**config.mk**
```make
export PLATFORM = sky130hd
export DESIGN_NAME = cbrt_iter
export DESIGN_NICKNAME = d
export VERILOG_FILES = /design/src/rtl/cbrt_iter_pkg.sv /design/src/rtl/cbrt_iter_mul_shift_add.sv /design/src/rtl/cbrt_iter.sv
export SDC_FILE = /design/constraint.sdc
export NUM_CORES = 1
export LEC_CHECK = 0
export ABC_AREA = 1
export BUFFER_PORTS_ARGS = -buffer_cell sky130_fd_sc_hd__buf_2
export CAP_MARGIN = 20
export CORE_MARGIN = 3
export CORE_UTILIZATION = 37
export DETAILED_ROUTE_END_ITERATION = 10
export PLACE_DENSITY = 0.57
export SLEW_MARGIN = 40
export SYNTH_ARGS = -nofsm -noshare
export SYNTH_HDL_FRONTEND = slang
export SYNTH_SLANG_ARGS = --single-unit
export TNS_END_PERCENT = 10
```
**constraint.sdc**
```tcl
create_clock -name clk_i -period 7.36 [get_ports clk_i]
set_input_delay 0.736 -clock clk_i [delete_from_list [all_inputs] [get_ports clk_i]]
set_output_delay 0.736 -clock clk_i [all_outputs]
set_load 0.05 [all_outputs]
```
**src/rtl/cbrt_iter_pkg.sv**
```systemverilog
// Shared definitions for the iterative cube-root unit: FSM encoding and
// helpers for derived widths.
package cbrt_iter_pkg;

  typedef enum logic [1:0] {
    S_IDLE,
    S_SHIFT,
    S_WAIT,
    S_CHECK
  } state_t;

  // Number of 3-bit groups in a w-bit operand.
  function automatic int num_iter(input int w);
    return (w + 2) / 3;
  endfunction

  // Width of the trial value b = (3*y*(y+1)+1) << s, wide enough to avoid truncation.
  function automatic int trial_w(input int w);
    return 2 * w + 2;
  endfunction

endpackage

```
**src/rtl/cbrt_iter_mul_shift_add.sv**
```systemverilog
// Sequential shift-add multiplier: one partial product per cycle, product
// valid when busy_o falls, DATA_W cycles after the accepting edge.
module mul_shift_add #(
  parameter int DATA_W = 8
) (
  input  logic                  clk_i,
  input  logic                  rst_i,
  input  logic                  start_i,
  input  logic [DATA_W-1:0]     a_bi,
  input  logic [DATA_W-1:0]     b_bi,
  output logic                  busy_o,
  output logic [2*DATA_W-1:0]   y_bo
);

  localparam int CNT_W = $clog2(DATA_W + 1);

  logic [2*DATA_W-1:0] mcand_reg;
  logic [2*DATA_W-1:0] acc_reg;
  logic [DATA_W-1:0]   mplier_reg;
  logic [CNT_W-1:0]    cnt_reg;
  logic                busy_reg;

  always_ff @(posedge clk_i) begin
    if (rst_i) begin
      mcand_reg  <= '0;
      acc_reg    <= '0;
      mplier_reg <= '0;
      cnt_reg    <= '0;
      busy_reg   <= 1'b0;
    end else if (!busy_reg) begin
      if (start_i) begin
        mcand_reg  <= {{DATA_W{1'b0}}, a_bi};
        mplier_reg <= b_bi;
        acc_reg    <= '0;
        cnt_reg    <= CNT_W'(DATA_W);
        busy_reg   <= 1'b1;
      end
    end else begin
      if (mplier_reg[0]) acc_reg <= acc_reg + mcand_reg;
      mcand_reg  <= mcand_reg << 1;
      mplier_reg <= mplier_reg >> 1;
      cnt_reg    <= cnt_reg - CNT_W'(1);
      if (cnt_reg == CNT_W'(1)) busy_reg <= 1'b0;
    end
  end

  assign busy_o = busy_reg;
  assign y_bo   = acc_reg;

endmodule

```
**src/rtl/cbrt_iter.sv**
```systemverilog
// Iterative integer cube root y = floor(cbrt(a)), restoring algorithm over
// 3-bit groups, with y*(y+1) formed by the shared shift-add multiplier.
module cbrt_iter
  import cbrt_iter_pkg::*;
#(
  parameter int DATA_W  = 8,
  parameter int MUL_LAT = DATA_W
) (
  input  logic              clk_i,
  input  logic              rst_i,
  input  logic              start_i,
  input  logic [DATA_W-1:0] a_bi,
  output logic              busy_o,
  output logic [DATA_W-1:0] y_bo
);

  localparam int NUM_ITER = num_iter(DATA_W);
  localparam int S_W      = $clog2(3 * NUM_ITER);
  localparam int B_W      = trial_w(DATA_W);
  localparam int W_W      = $clog2(MUL_LAT + 1);

  state_t              state_reg;
  logic [DATA_W-1:0]   x_reg;
  logic [DATA_W-1:0]   y_reg;
  logic [DATA_W-1:0]   y_out_reg;
  logic [S_W-1:0]      s_reg;
  logic [W_W-1:0]      wait_reg;
  logic                busy_reg;

  logic                mul_start;
  logic                mul_busy;
  logic [DATA_W-1:0]   mul_a;
  logic [DATA_W-1:0]   mul_b;
  logic [2*DATA_W-1:0] mul_p;

  logic [B_W-1:0]      b_base;
  logic [B_W-1:0]      b_val;
  logic                fits;
  logic [DATA_W-1:0]   x_next;
  logic [DATA_W-1:0]   y_next;

  // Operands come from y before its doubling lands, so the product is ready for CHECK.
  assign mul_start = (state_reg == S_SHIFT);
  assign mul_a     = y_reg << 1;
  assign mul_b     = (y_reg << 1) + DATA_W'(1);

  mul_shift_add #(
    .DATA_W (DATA_W)
  ) u_mul (
    .clk_i   (clk_i),
    .rst_i   (rst_i),
    .start_i (mul_start),
    .a_bi    (mul_a),
    .b_bi    (mul_b),
    .busy_o  (mul_busy),
    .y_bo    (mul_p)
  );

  assign b_base = (B_W'(mul_p) << 1) + B_W'(mul_p) + B_W'(1);
  assign b_val  = b_base << s_reg;
  assign fits   = (B_W'(x_reg) >= b_val);

  always_comb begin
    x_next = x_reg;
    y_next = y_reg;
    if (fits) begin
      x_next = x_reg - b_val[DATA_W-1:0];
      y_next = y_reg + DATA_W'(1);
    end
  end

  always_ff @(posedge clk_i) begin
    if (rst_i) begin
      state_reg <= S_IDLE;
      x_reg     <= '0;
      y_reg     <= '0;
      y_out_reg <= '0;
      s_reg     <= '0;
      wait_reg  <= '0;
      busy_reg  <= 1'b0;
    end else begin
      case (state_reg)
        S_IDLE: begin
          if (start_i) begin
            x_reg     <= a_bi;
            y_reg     <= '0;
            s_reg     <= S_W'(3 * (NUM_ITER - 1));
            busy_reg  <= 1'b1;
            state_reg <= S_SHIFT;
          end
        end
        S_SHIFT: begin
          y_reg     <= y_reg << 1;
          wait_reg  <= W_W'(MUL_LAT - 1);
          state_reg <= S_WAIT;
        end
        S_WAIT: begin
          // MUL_LAT must equal the multiplier's DATA_W-step latency.
          if (wait_reg == '0) state_reg <= S_CHECK;
          else                wait_reg  <= wait_reg - W_W'(1);
        end
        S_CHECK: begin
          x_reg <= x_next;
          y_reg <= y_next;
          if (s_reg == '0) begin
            y_out_reg <= y_next;
            busy_reg  <= 1'b0;
            state_reg <= S_IDLE;
          end else begin
            s_reg     <= s_reg - S_W'(3);
            state_reg <= S_SHIFT;
          end
        end
        default: state_reg <= S_IDLE;
      endcase
    end
  end

  assign busy_o = busy_reg;
  assign y_bo   = y_out_reg;

endmodule

```
==> metrics.cfg <==
[run_status]
status = finished, final reports clean

[run]
drv_cap = 0

[setup_path]
critPathCaptureType = flip-flop
critPathKind = reg -> reg
start_kind = flip-flop
cp_max_fo = 18
cp.required_ns = 7.63
r2r_slack_ns = 3.18
cp.arrival_ns = 4.45

[power_and_ir_drop]
ir_drop_mv = 0.171
p_per_area_nw_per_um2 = 321
p_leak_nw = 3.23
clkPwrFrac_pct = 23.6
switching_share_pct = 46.1
p_sw_w = 0.000973
total_power_w = 0.00211
pwr-share-seq_pct = 27.1
comb_power_share_pct = 49.3
power.internal_w = 0.00114

[placement]
io_buffers = 19
hpwl_um = 11000
place.gp.congestion = 0.872
dp_slack_ns = 3.26
dp.cells = 1164

[floorplan]
io_pins = 20
std_cell_rows = 45
die_height_um = 133
initial_core_util_pct = 38.6
die_x_um = 133
dieArea_sq_um = 17800
core-area_sq_um = 15500

[clocking]
clkSinkCount = 78
clk_pin_slew_ns = 0.07
clk_latency_ns = 0.34
htree_levels = 3
cts_hold_buf = 0
cts_tree = done
cts_resized = 0
cts-root-buf = clkbuf_16
clockBufferDepth = 2
post_cts_buffers = 0
cts_buffers = 9

[synthesis]
synth-edff-count = 0
ys_warn_count = 0
netlist_area_sq_um = 6000
synth_seq_cells = 78
synth_top_cell_by_area = dfxtp_1
post_synth.cell_area_avg_sq_um = 6.25
ys.flop_type = dfxtp_1
synth_top_area_share_pct = 26.0
synthArstFlopShare_pct = 0
yosysSeqAreaShare_pct = 26.0
syn_inst = 960
syn-num-nets = 1023
synthDistinctLibCells = 50
synth_area_leaders = dfxtp_1 (26%), nand2_1 (18%), ha_1 (10%), a21oi_1 (7.9%), inv_1 (7.8%)

[sta]
fin_ws_ns = 3.18
clock_skew_ns = 0.0113
slew_violations = 0
setup_viol = 0
slew_headroom_pct = 45.5
min_period_ns = 4.18
max_freq_mhz = 239
tightestPinTransition_ns = 0.814
fin_crit_sh_pct = 56.8
setup_tns_ns = 0
rsz0062_at_grt = no
finalHoldViolations = 0

[drt]
via_per_inst = 4.95
num_vias = 5846
first_pass_iters = 5
ant_nets = 0
first_iter_violations = 312
wire_per_inst_um = 12.3
drc = 0
routed_wirelength_um = 14500

[final_layout]
post-route-util_pct = 42.3
area_growth_pct = 9.59
final_common_cell = nand2_1
final_cell_mix = nand2_1 (283), inv_1 (123), a21oi_1 (95), nand3_1 (86), dfxtp_1 (78)
drive_above_1_share_pct = 7.02
nNetsFinal = 1027
n_antenna_cell = 0
final_cells = 1180

[global_routing]
grt_first_pass_wirelength_um = 24900
grt_pass1_vias = 5237
antenna_found_initial = 0
grt_start_max_net_pins = 47
grtUsageTotal_pct = 16.6
overflow = 0

[hold_path]
hold_class = reg -> reg

==> cells by family after synthesis <==
family | count (synthesis) | synth area share, %
AND/OR/NAND/NOR | 478 | 33.8
AO/OA/AOI/OAI | 185 | 17.2
other | 1 | 0.0625
multiplexers | 1 | 0.167
XOR/XNOR | 7 | 1.02
buffers and inverters | 158 | 10.5
flip-flops | 78 | 26.0
adder cells (fa/ha/maj) | 52 | 11.2
==> synthesized netlist by cell type, drive strengths merged, types with 2 or more instances <==
library cell / number
a211oi: 4
a21o: 3
a21oi: 98
and2: 3
buf: 9
clkbuf: 20
clkinv: 3
dfxtp: 78
fa: 3
ha: 49
inv: 126
nand2: 293
nand3: 89
nand4: 12
nor2: 62
nor3: 16
o2111ai: 2
o211ai: 3
o21ai: 60
o21bai: 6
or2: 2
xnor2: 2
xor2: 5
==> routing by layer <==
layer,global-route usage (%),part of all wire [%]
met5,0,0
met4,6.00,1.7
met3,1.96,2.3
met2,24.9,42
met1,24.4,54
==> critical path: stages, from the launching register on <==
cell and delay [ns]:
dfxtp_1 0.56, clkinv_1 0.49, ha_1 0.35, inv_1 0.08, nor2_1 0.06, nand2_1 0.13
inv_1 0.07, ha_1 0.20, fa_1 0.43, nor3_1 0.27, o21ai_0 0.15, o311ai_0 0.13
a21oi_1 0.18, a21oi_4 0.38, nand2_2 0.13, nand2_2 0.09, nand2_4 0.09, clkinv_2 0.12
nand2_1 0.06, a21oi_1 0.11
==> metrics by stage <==
step	area, sq um	hold WS (ns)
after floorplan	6000	0.430
after global placement	6240	0.446
after detailed placement	6250	0.448
after global routing	6580	0.479
final	6580	0.455
after CTS	6580	0.455
==> area by class of cell <==
class / instances / area, sq um
clock inverter: 6 / 92.6
tap: 211 / 264
multi-input combinational: 724 / 3820
timing repair buffer: 22 / 118
inverter: 129 / 488
fill: 1713 / 8960
sequential: 78 / 1560
clock buffer: 10 / 239
==> power by group through the flow <==
stage	Combinational, W	Clock (W)	Sequential [W]
2_1_floorplan	0.000851	0	0.000570
3_3_place_gp	0.00104	0	0.000580
3_5_place_dp	0.00104	0	0.000581
4_1_cts	0.00104	0.000508	0.000572
5_1_grt	0.00121	0.000527	0.000585
6_report	0.00104	0.000498	0.000572
==> path summary, 6_finish.rpt <==
check                            from             endpoint  depth (start not counted)
hold reg to reg   u_mul.mplier_reg[1]  u_mul.mplier_reg[0]                          2
setup / recovery             s_reg[1]             x_reg[3]                         19
setup reg to reg             s_reg[1]             x_reg[3]                         19
hold / removal    u_mul.mplier_reg[1]  u_mul.mplier_reg[0]                          2
Note: power is estimated with default switching activity, not from simulation.
